[src/rtl/snn_pkg.sv]
// snn_pkg: shared widths, potential type, sequencer state enum and potential saturation helper
package snn_pkg;
  localparam int DATA_W = 8;
  localparam int POT_W = 16;
  localparam int POT_MAX = 2 ** (POT_W - 1) - 1;
  localparam int POT_MIN = -(2 ** (POT_W - 1));
  typedef logic signed [POT_W-1:0] pot_t;
  typedef enum logic [1:0] {IDLE, RUN, DRAIN, OUT} state_t;
  function automatic pot_t sat_pot(input logic signed [31:0] v);
    return v > POT_MAX ? pot_t'(POT_MAX) : v < POT_MIN ? pot_t'(POT_MIN) : pot_t'(v);
  endfunction
endpackage

[src/rtl/snn_mac_update.sv]
// snn_mac_update: shared MAC (rate_i*w_i into acc, en_i/last_i framing) plus leak, saturate and threshold of pot_i into pot_o/fire_o
module snn_mac_update
  import snn_pkg::*;
#(
  parameter int NUM_INPUTS = 4,
  parameter int THRESHOLD = 1024,
  parameter int LEAK_SHIFT = 4
) (
  input  logic                     clk,
  input  logic                     rst,
  input  logic                     en_i,
  input  logic                     last_i,
  input  logic [DATA_W-1:0]        rate_i,
  input  logic signed [DATA_W-1:0] w_i,
  input  pot_t                     pot_i,
  output pot_t                     pot_o,
  output logic                     fire_o
);
  localparam int PW = 2 * DATA_W + 1;
  localparam int AW = PW + $clog2(NUM_INPUTS);
  logic signed [PW-1:0] prod;
  logic signed [AW-1:0] sum, acc_q, acc_d;
  logic signed [31:0] tot;
  pot_t leaked, upd;
  always_comb begin
    prod = $signed({{(DATA_W + 1){1'b0}}, rate_i}) * $signed({{(DATA_W + 1){w_i[DATA_W-1]}}, w_i});
    sum = acc_q + $signed({{(AW - PW){prod[PW-1]}}, prod});
    leaked = LEAK_SHIFT == 0 ? pot_i : pot_i - (pot_i >>> LEAK_SHIFT);
    tot = $signed({{(32 - AW){sum[AW-1]}}, sum}) + $signed({{(32 - POT_W){leaked[POT_W-1]}}, leaked});
    upd = sat_pot(tot);
    fire_o = $signed({{(32 - POT_W){upd[POT_W-1]}}, upd}) >= THRESHOLD;
    pot_o = fire_o ? '0 : upd;
    acc_d = !en_i ? acc_q : last_i ? '0 : sum;
  end
  always_ff @(posedge clk or posedge rst)
    if (rst) acc_q <= '0;
    else acc_q <= acc_d;
endmodule

[src/rtl/layer_sequencer.sv]
// layer_sequencer: time-multiplexed spiking layer; in_* frame handshake, w_rd/w_addr/w_data weight memory, out_* spike handshake, pot_clr clear, busy
module layer_sequencer
  import snn_pkg::*;
#(
  parameter int NUM_INPUTS = 4,
  parameter int NUM_NEURONS = 5,
  parameter int THRESHOLD = 1024,
  parameter int LEAK_SHIFT = 4,
  localparam int NI = NUM_NEURONS * NUM_INPUTS,
  localparam int AW = $clog2(NI)
) (
  input  logic                         clk,
  input  logic                         rst,
  input  logic                         in_valid,
  output logic                         in_ready,
  input  logic [NUM_INPUTS*DATA_W-1:0] in_data,
  input  logic                         pot_clr,
  output logic                         w_rd,
  output logic [AW-1:0]                w_addr,
  input  logic signed [DATA_W-1:0]     w_data,
  output logic                         out_valid,
  input  logic                         out_ready,
  output logic [NUM_NEURONS-1:0]       out_spikes,
  output logic                         busy
);
  localparam int IW = NUM_INPUTS > 1 ? $clog2(NUM_INPUTS) : 1;
  localparam int NW = NUM_NEURONS > 1 ? $clog2(NUM_NEURONS) : 1;
  state_t state_q, state_d;
  logic [NUM_INPUTS*DATA_W-1:0] data_q, data_d;
  logic w_rd_q, w_rd_d, v_q;
  logic [AW-1:0] addr_q, addr_d;
  logic [IW-1:0] i_q, i_d, id_q;
  logic [NW-1:0] n_q, n_d, nd_q;
  pot_t pot_q [NUM_NEURONS];
  pot_t pot_d [NUM_NEURONS];
  logic [NUM_NEURONS-1:0] spk_q, spk_d, out_q, out_d;
  logic mac_last, mac_fire;
  pot_t mac_pot;
  assign in_ready = state_q == IDLE && !pot_clr;
  assign busy = state_q != IDLE;
  assign out_valid = state_q == OUT;
  assign w_rd = w_rd_q;
  assign w_addr = addr_q;
  assign out_spikes = out_q;
  assign mac_last = id_q == IW'(NUM_INPUTS - 1);
  snn_mac_update #(
    .NUM_INPUTS(NUM_INPUTS),
    .THRESHOLD (THRESHOLD),
    .LEAK_SHIFT(LEAK_SHIFT)
  ) u_mac (
    .clk   (clk),
    .rst   (rst),
    .en_i  (v_q),
    .last_i(mac_last),
    .rate_i(data_q[id_q*DATA_W+:DATA_W]),
    .w_i   (w_data),
    .pot_i (pot_q[nd_q]),
    .pot_o (mac_pot),
    .fire_o(mac_fire)
  );
  always_comb begin
    state_d = state_q;
    data_d = data_q;
    w_rd_d = 1'b0;
    addr_d = addr_q;
    i_d = i_q;
    n_d = n_q;
    pot_d = pot_q;
    spk_d = spk_q;
    out_d = out_q;
    unique case (state_q)
      IDLE:
        if (pot_clr) begin
          for (int k = 0; k < NUM_NEURONS; k++) pot_d[k] = '0;
        end else if (in_valid) begin
          state_d = RUN;
          data_d = in_data;
          w_rd_d = 1'b1;
          addr_d = '0;
          i_d = '0;
          n_d = '0;
        end
      RUN:
        if (addr_q == AW'(NI - 1)) state_d = DRAIN;
        else begin
          w_rd_d = 1'b1;
          addr_d = addr_q + AW'(1);
          i_d = i_q == IW'(NUM_INPUTS - 1) ? '0 : i_q + IW'(1);
          n_d = i_q == IW'(NUM_INPUTS - 1) ? n_q + NW'(1) : n_q;
        end
      DRAIN:
        if (!v_q) begin
          state_d = OUT;
          out_d = spk_q;
        end
      OUT: state_d = out_ready ? IDLE : OUT;
    endcase
    if (v_q && mac_last) begin
      pot_d[nd_q] = mac_pot;
      spk_d[nd_q] = mac_fire;
    end
  end
  always_ff @(posedge clk or posedge rst)
    if (rst) begin
      state_q <= IDLE;
      data_q <= '0;
      w_rd_q <= 1'b0;
      addr_q <= '0;
      i_q <= '0;
      n_q <= '0;
      v_q <= 1'b0;
      id_q <= '0;
      nd_q <= '0;
      pot_q <= '{default: '0};
      spk_q <= '0;
      out_q <= '0;
    end else begin
      state_q <= state_d;
      data_q <= data_d;
      w_rd_q <= w_rd_d;
      addr_q <= addr_d;
      i_q <= i_d;
      n_q <= n_d;
      v_q <= w_rd_q;
      id_q <= i_q;
      nd_q <= n_q;
      pot_q <= pot_d;
      spk_q <= spk_d;
      out_q <= out_d;
    end
endmodule
[config.mk]
export PLATFORM = sky130hd
export DESIGN_NAME = layer_sequencer
export DESIGN_NICKNAME = d
export VERILOG_FILES = /design/src/rtl/snn_pkg.sv /design/src/rtl/snn_mac_update.sv /design/src/rtl/layer_sequencer.sv
export SDC_FILE = /design/constraint.sdc
export NUM_CORES = 1
export LEC_CHECK = 0
export CAP_MARGIN = 5
export CORE_MARGIN = 10
export CORE_UTILIZATION = 35
export DETAILED_ROUTE_END_ITERATION = 10
export SLEW_MARGIN = 0
export SYNTH_ARGS = -nofsm -noshare
export SYNTH_HDL_FRONTEND = slang
export SYNTH_SLANG_ARGS = --single-unit
[constraint.sdc]
create_clock -name clk -period 9.6 [get_ports clk]
set_input_delay 0.96 -clock clk [delete_from_list [all_inputs] [get_ports clk]]
set_output_delay 0.96 -clock clk [all_outputs]
set_load 0.01 [all_outputs]
* Word-level counts from Yosys, hierarchy flattened
Index checks and enable logic that the tools add are counted.
W data, S select, Z words.
** Cells by class
- Add/subtract/negate cells :: 6
- Equal/unequal tests :: 12
- Reduce and logical (&&, ||, !) cells :: 13
- $mul :: 1
- Bitwise operators :: 3
- Order comparisons :: 7
- Shifts and indexed selects :: 1
- Mux-type cells :: 40
** Operators by type and width (count)
- $mux W80 :: 3
- $mux W16 :: 6
- $bwmux W80 :: 1
- $bmux W16 S3 :: 1
- $demux W16 S3 :: 1
- $gt A32 B16 Y1 const B :: 1
- $lt A32 B16 Y1 const B :: 1
- $shiftx A32 B6 Y8 :: 1
- $add A19 B16 Y20 :: 1
- $add A19 B17 Y19 :: 1
- $mux W19 :: 1
- $mux W2 :: 9
- $mul A9 B8 Y17 :: 1
- $ge A16 B12 Y1 const B :: 1
- $sub A16 B12 Y16 :: 1
- $mux W5 :: 3
- $mux W3 :: 4
- $ne A2 B2 Y1 const B :: 6
- $pmux W5 S2 :: 1
- $eq A2 B2 Y1 const B :: 4
- $pmux W2 S4 :: 1
- $reduce_and A4 Y1 :: 2
- $pmux W3 S2 :: 1
- $add A5 B1 Y5 const B :: 1
- other kinds (22) :: 30
** Word-level totals
- Word-level logic and storage cells :: 100
- Bits in registers :: 160

* Longest topological paths before layout
Gate-level depths: netlist of the first run.
- Depth after elaboration :: 13
- Mapped depth :: 34
- Mapped depth without buffers :: 31

* By module
From an unflattened synthesis of the first run, not the netlist that was laid out.
** Second synthesis, totals
- Cells, all modules :: 1230
- Area, all modules :: 11925.2 um^2
** Modules (own cells, without submodules)
- layer_sequencer :: sequential area each 3528.4 um^2, area an instance 6651.4 um^2, times used 1, cells an instance 602
- snn_mac_update :: sequential area each 475.5 um^2, area an instance 5273.8 um^2, times used 1, cells an instance 628

* Worst setup path after synthesis of the first run
OpenSTA, ideal clock, no wires.
- Kind :: register -> register
- Start :: register id_q[0]
- End :: register pot_q[13] in the netlist's numbering
- Setup time :: 0.095 ns
- Arrival :: 8.240 ns
- Cell stages (with the launch flop) :: 30
- Clock period less this slack :: 8.336 ns
- Required time :: 9.505 ns
- Path slack :: 1.264 ns
- Cell sequence :: dfrtp_1 clkbuf_1 mux4_2 nand2b_1 fa_1 fa_1 inv_1 fa_1 fa_1 fa_1 ha_1 o21ai_0 a21oi_1 o21ai_0 a211oi_1 o21a_1 o41ai_1 xnor2_1 ha_1 buf_2 a21o_1 o21bai_1 a22oi_1 o211ai_1 mux2_4 or4_4 nor2b_4 buf_6 o21a_4 o31ai_2
** RTL lines
- start, declared :: RTL line layer_sequencer.sv:32 : logic [IW-1:0] i_q, i_d, id_q;
- start signal, assigned :: RTL line layer_sequencer.sv:125 : id_q <= i_q;
- end signal, assigned :: RTL line layer_sequencer.sv:127 : pot_q <= pot_d;
- end, declared :: RTL line layer_sequencer.sv:34 : pot_t pot_q [NUM_NEURONS];

==> results.sh, run 1 <==
export IMPL_route_antenna_remaining_nets=0
export IMPL_crit_path_start_kind="register"
export IMPL_finish_net_count=1322
export IMPL_fmax_mhz=114
export IMPL_reg_to_reg_end="pot_q[71]$_DFF_PP0_"
export IMPL_route_vias_total=8138
export IMPL_min_path_cells=0
export IMPL_grt_pass1_vias=8534
export IMPL_endpoint_kind="register"
export IMPL_clock_skew_ps=11.6
export IMPL_totalWireLength_um=25800
export IMPL_yosys_cell_types_count=60
export IMPL_most_common_flop_cell_mapped_by_yosys="sky130_fd_sc_hd__dfrtp_1"
export IMPL_synth_seq_area_share_pct=35.5
export IMPL_crit_family="adder cells"
export IMPL_stdcell_area_um2=12900
export IMPL_grt_max_degree=98
export IMPL_n_fill_cell=2959
export IMPL_synth_warning_count=0
export IMPL_hold_viol_final=0
export IMPL_syn_avg_cell_area_um2=10.4
export IMPL_path_type_of_the_worst_setup_path="register to register"
export IMPL_grt_antenna_before_repair=0
export IMPL_clock_tree_from_tritoncts="built"
export IMPL_fp_row_count=65
export IMPL_rsz0062_at_grt="no"
export IMPL_synthToLayoutAreaGrowth_pct=14.8
export IMPL_status="complete, no violations"
export IMPL_cts_inserted_buffers=17
export IMPL_clk_transition_reported_paths_ps=60
export IMPL_synthArstFlopShare_pct=100
export IMPL_library_cell_used_as_clock_root_buffer="sky130_fd_sc_hd__clkbuf_16"
export IMPL_sinks_on_clock_net=160
export IMPL_tightestPinTransition_ps=1160
export IMPL_timing_hold_worst_endpoint="v_q$_DFF_PP0_"
export IMPL_r2r_worst_path_cells=27
export IMPL_fraction_of_layout_instances_using_a_drive_strength_above_1_pct=12.1
export IMPL_clk_path_buf_depth=2
export IMPL_post_cts_buffers=0
export IMPL_multi_input_comb_area_um2=6760
export IMPL_top_level_ports=59
export IMPL_detailedRoute_firstIterationViolations=377
export IMPL_max_cap_viol_count=0
export IMPL_floorplan_initialDensity_pct=35.6
export IMPL_route_detailed_vias_per_inst=5.26
export IMPL_die_w_um=199
export IMPL_hold_slack_ps=376
export IMPL_timing_critical_path_buf_inv=2
export IMPL_reg2reg_setup_slack_ps=810
export IMPL_globalplace_congestion=0.858
export IMPL_finalCoreUtilization_pct=40.9
export IMPL_fp_dieArea_um2=39800
export IMPL_chipHeight_um=199
export IMPL_worst_ep_arrival_time_ps=9100
export IMPL_grt_util_all_layers_pct=13.5
export IMPL_critical_path_max_fanout=15
export IMPL_setup_viol=0
export IMPL_core_area_um2=31600
export IMPL_grt_overflow_total=0
export IMPL_synthesis_instances=1085
export IMPL_detailedRoute_firstPassIterationCount=5
export IMPL_final_max_slew_viol_count=0
export IMPL_first_pass_grt_wire_length_um=43700
export IMPL_regArea_um2=4010
export IMPL_timing_critical_path_mode_cell="sky130_fd_sc_hd__fa_1"
export IMPL_critPathSlowestCell="sky130_fd_sc_hd__mux4_2"
export IMPL_timing_rr_start="id_q[0]$_DFF_PP0_"
export IMPL_worst_hold_startpoint="w_rd$_DFF_PP0_"
export IMPL_number_of_enable_type_register_cells_in_the_synthesized_netlist=0
export IMPL_clk_insertion_delay_late_ps=430
export IMPL_post_route_min_period_ps=8790
export IMPL_post_dp_cell_area_um2=12300
export IMPL_max_stage_delay_ps=680
export IMPL_timing_critical_path_required_ps=9910
export IMPL_buffer_ports_inserted=58
export IMPL_htree_levels=4
export IMPL_mappedNetlistNets=1276
export IMPL_slew_limit_headroom_pct=22.4
export IMPL_remaining_drc_errors=0
export IMPL_ys_seq_elements=160
export IMPL_timing_hold_worst_class="register to register"
export IMPL_final_setup_tns_ps=0
export IMPL_synthesis_area_um2=11300
export IMPL_wl_per_cell_um=16.7
export IMPL_post_dp_hpwl_um=19900
export IMPL_final_min_period_over_clock_period_pct=91.5
-- cells in the mapped netlist, drive strengths merged (16+ instances only) --
| master | n | share of area, % |
|---|---|---|
| a21oi | 51 | 2.3 |
| a22o | 76 | 5.9 |
| and2 | 33 | 1.8 |
| clkbuf | 26 | 0.87 |
| dfrtp | 160 | 36 |
| fa | 53 | 9.4 |
| ha | 93 | 10 |
| inv | 94 | 3.1 |
| mux2 | 51 | 5.1 |
| nand2 | 101 | 3.4 |
| nand3 | 17 | 0.75 |
| nor2 | 55 | 1.8 |
| o21a | 16 | 1.1 |
| o21ai | 51 | 2.5 |
| xnor2 | 29 | 2.3 |
| xor2 | 19 | 1.5 |
-- routing by layer --
metal	wire length (um)	track usage, %	share of wire, %
met5	0	0	0
met4	233	3.08	0.90
met3	854	2.44	3.3
met2	12600	22.5	49
met1	12100	17.8	47
-- worst register-to-register path, delay by kind of cell, from the launching register on --
kind / cells / cell delay [ps]
simple gates: 3 / 540
flops: 1 / 570
fa+ha+maj: 7 / 3250
buf+inv: 2 / 300
mux: 2 / 970
compound gates: 12 / 2850
xor+xnor: 1 / 200
-- stage by stage --
step / cells / setup WS [ps]
finish: 1547 / 814
global placement: 1513 / 550
detailed placement: 1513 / 435
CTS: 1545 / 538
global route: 1546 / 190
floorplan: 1085 / 1260
-- kinds of logic (layout without fill, tap and decap cells) --
kind of cell / after synthesis / count (layout) / synth area share, %
compound gates: 260 / 260 / 16.6
xor+xnor: 48 / 48 / 3.73
fa+ha+maj: 146 / 146 / 19.7
buf+inv: 136 / 195 / 4.68
flops: 160 / 160 / 35.5
mux: 75 / 75 / 8.81
other cells: 0 / 1 / 0
simple gates: 260 / 260 / 10.9
-- area by class of cell --
type	instances	share of cell area [%]
multi-input cells	789	52.2
diodes	1	0.0193
clock inverters	10	1.31
well taps	402	3.89
clock buffers	22	3.74
flip-flops and latches	160	30.9
repair buffers	68	5.06
inverters	95	2.79
-- flip-flops by register name, summed over array words and instances, names as in the netlist --
signal / count
i_q: 2
w_rd: 1
n_q: 3
id_q: 2
u_mac.acc_q: 19
state_q: 2
data_q: 32
out_spikes: 5
v_q: 1
spk_q: 5
w_addr: 5
pot_q: 80
nd_q: 3
-- layout by cell type (no fill, tap or decap), drive strengths merged, types with 17 or more instances in the layout --
master,netlist,layout
xnor2,29,29
mux2,51,51
clkbuf,26,22
fa,53,53
clkdlybuf4s50,0,58
nor2,55,55
and2,33,33
nand3,17,17
dfrtp,160,160
a21oi,51,51
nand2,101,101
ha,93,93
o21ai,51,51
a22o,76,76
inv,94,97
xor2,19,19
-- timing repair --
action	CTS	global route
endpoints found under the setup margin	0	42
hold buffers	0	0
gates resized for setup	0	4
-- how the worst max path moves through the flow --
| stage | to | cells after the start | slack (ps) | startpoint |
|---|---|---|---|---|
| floorplan | pot_q[13]$_DFF_PP0_ | 29 | 1260 | id_q[0]$_DFF_PP0_ |
| global placement | pot_q[20]$_DFF_PP0_ | 26 | 550 | w_data[7] |
| detailed placement | pot_q[48]$_DFF_PP0_ | 26 | 440 | w_data[7] |
| CTS | pot_q[3]$_DFF_PP0_ | 26 | 540 | id_q[0]$_DFF_PP0_ |
| global route | pot_q[69]$_DFF_PP0_ | 27 | 190 | id_q[0]$_DFF_PP0_ |
| finish | pot_q[71]$_DFF_PP0_ | 27 | 810 | id_q[0]$_DFF_PP0_ |
Power of run 1 is left out: the tool's default activity adds up to more than one toggle a clock period on the data nets, which glitch-free logic cannot reach.
==> run 2: changes to the inputs <==
Settings changed: GPL_ROUTABILITY_DRIVEN set to 0.
==> results of run 2 <==
The final DEF is identical to that of run 1; final timing and power are the same.
Power of run 2 is left out for the same reason.
==> run 3: changes to the inputs <==
Clock period 9.6 ns to 7.7 ns, I/O delays scaled along.
==> results.sh, run 3 (synthesized netlist as in run 1, its figures left out) <==
export IMPL_finish_net_count=1432
export IMPL_final_max_slew_viol_count=0
export IMPL_fraction_of_layout_instances_using_a_drive_strength_above_1_pct=24.0
export IMPL_critical_path_depth=27
export IMPL_timing_critical_path_required_ps=8030
export IMPL_clk_insertion_delay_late_ps=430
export IMPL_grt_util_all_layers_pct=14.1
export IMPL_finalCoreUtilization_pct=44.7
export IMPL_tightestPinTransition_ps=1190
export IMPL_route_detailed_vias_per_inst=5.17
export IMPL_sinks_on_clock_net=160
export IMPL_endpoint_kind="register"
export IMPL_hold_viol_final=0
export IMPL_final_setup_tns_ps=-1700
export IMPL_failed_checks="negative setup slack"
export IMPL_grt_max_degree=93
export IMPL_htree_levels=4
export IMPL_min_path_cells=0
export IMPL_hold_slack_ps=383
export IMPL_fp_row_count=65
export IMPL_detailedRoute_firstPassIterationCount=5
export IMPL_route_vias_total=8544
export IMPL_synthToLayoutAreaGrowth_pct=25.4
export IMPL_regArea_um2=4010
export IMPL_fp_dieArea_um2=39800
export IMPL_buffer_ports_inserted=58
export IMPL_dpl_ws_ps=-514
export IMPL_timing_hold_worst_class="register to register"
export IMPL_chipHeight_um=199
export IMPL_max_cap_viol_count=0
export IMPL_top_level_ports=59
export IMPL_crit_path_start_kind="register"
export IMPL_grt_overflow_total=0
export IMPL_detailedRoute_firstIterationViolations=507
export IMPL_setup_viol=35
export IMPL_clock_skew_ps=11.5
export IMPL_timing_final_ws_setup_ps=-95.8
export IMPL_slew_limit_headroom_pct=20.5
export IMPL_timing_critical_path_buf_inv=2
export IMPL_post_route_min_period_ps=7800
export IMPL_n_antenna_cell=0
export IMPL_first_pass_grt_wire_length_um=45000
export IMPL_die_w_um=199
export IMPL_max_stage_delay_ps=640
export IMPL_grt_pass1_vias=8656
export IMPL_cts_inserted_buffers=17
export IMPL_multi_input_comb_area_um2=7130
export IMPL_clk_transition_reported_paths_ps=60
export IMPL_clock_tree_from_tritoncts="built"
export IMPL_worst_ep_arrival_time_ps=8130
export IMPL_post_dp_hpwl_um=20200
export IMPL_grt_antenna_before_repair=0
export IMPL_route_antenna_remaining_nets=0
export IMPL_final_common_cell="sky130_fd_sc_hd__dfrtp_1"
export IMPL_wl_per_cell_um=16.9
export IMPL_core_area_um2=31600
export IMPL_register_name_with_the_most_flops="pot_q"
export IMPL_final_min_period_over_clock_period_pct=101
export IMPL_largest_register_ffs=80
export IMPL_cts_hold_buf=0
export IMPL_rsz0062_at_grt="yes"
export IMPL_clk_path_buf_depth=2
export IMPL_r2r_worst_path_cells=27
export IMPL_path_type_of_the_worst_setup_path="register to register"
export IMPL_biggestRegsByFlops="pot_q x80, data_q x32, u_mac.acc_q x19"
export IMPL_fmax_mhz=128
export IMPL_n_fill_cell=2940
export IMPL_totalWireLength_um=27900
export IMPL_timing_critical_path_mode_cell="sky130_fd_sc_hd__fa_1"
export IMPL_critical_path_max_fanout=8
export IMPL_commonest_cells_after_routing_fill_and_taps_aside="sky130_fd_sc_hd__dfrtp_1, sky130_fd_sc_hd__buf_4, sky130_fd_sc_hd__inv_1"
export IMPL_crit_family="adder cells"
export IMPL_remaining_drc_errors=0
export IMPL_critPathSlowestCell="sky130_fd_sc_hd__mux4_2"
export IMPL_library_cell_used_as_clock_root_buffer="sky130_fd_sc_hd__clkbuf_16"
export IMPL_floorplan_initialDensity_pct=35.6
export IMPL_status="complete, but fails checks"
-- run 3: cell count changes in the layout (fill, tap and decap cells not counted), sizes merged --
cell | before | now
diode | 1 | 0
buf | 10 | 119
inv | 97 | 96
clkinv | 2 | 4
nor2b | 9 | 10
bufinv | 4 | 2
clkinvlp | 2 | 1
-- run 3: timing repair --
item                       CTS  global route
pin swaps                   27            36
setup buffers                5            13
cloned                       1             4
gates resized for setup     32            64
setup endpoints to repair   80            80
-- run 3: through the flow --
stage	instances	instance area, um^2
floorplan	1085	11300
global placement	1601	13000
detailed placement	1601	13000
CTS	1637	13700
global route	1654	14100
finish	1654	14100
-- run 3: path summary, 6_finish.rpt --
check | from | slack [ps] | endpoint
min in group asynchronous | rst | 910 | data_q[2]$_DFFE_PP0P_
max | id_q[0]$_DFF_PP0_ | -100 | pot_q[29]$_DFF_PP0_
min reg2reg | w_rd$_DFF_PP0_ | 380 | v_q$_DFF_PP0_
min | w_rd$_DFF_PP0_ | 380 | v_q$_DFF_PP0_
max in group asynchronous | rst | 5350 | id_q[0]$_DFF_PP0_
max reg2reg | id_q[0]$_DFF_PP0_ | -100 | pot_q[29]$_DFF_PP0_
-- run 3: layout make-up --
| cell class | count | share of cell area [%] |
|---|---|---|
| timing repair buffer | 177 | 11.0 |
| sequential | 160 | 28.3 |
| clock inverter | 8 | 0.735 |
| clock buffer | 22 | 3.35 |
| multi-input combinational | 790 | 50.5 |
| inverter | 95 | 2.56 |
| tap | 402 | 3.56 |
-- run 3: per-layer routing --
metal	GRT usage (%)	vias up	part of all wire [%]
met3	2.41	18	2.6
li1	-	4123	-
met5	0	-	0
met2	22.5	105	48
met4	3.48	0	1.1
met1	19.4	4298	49
Power of run 3 is left out for the same reason.
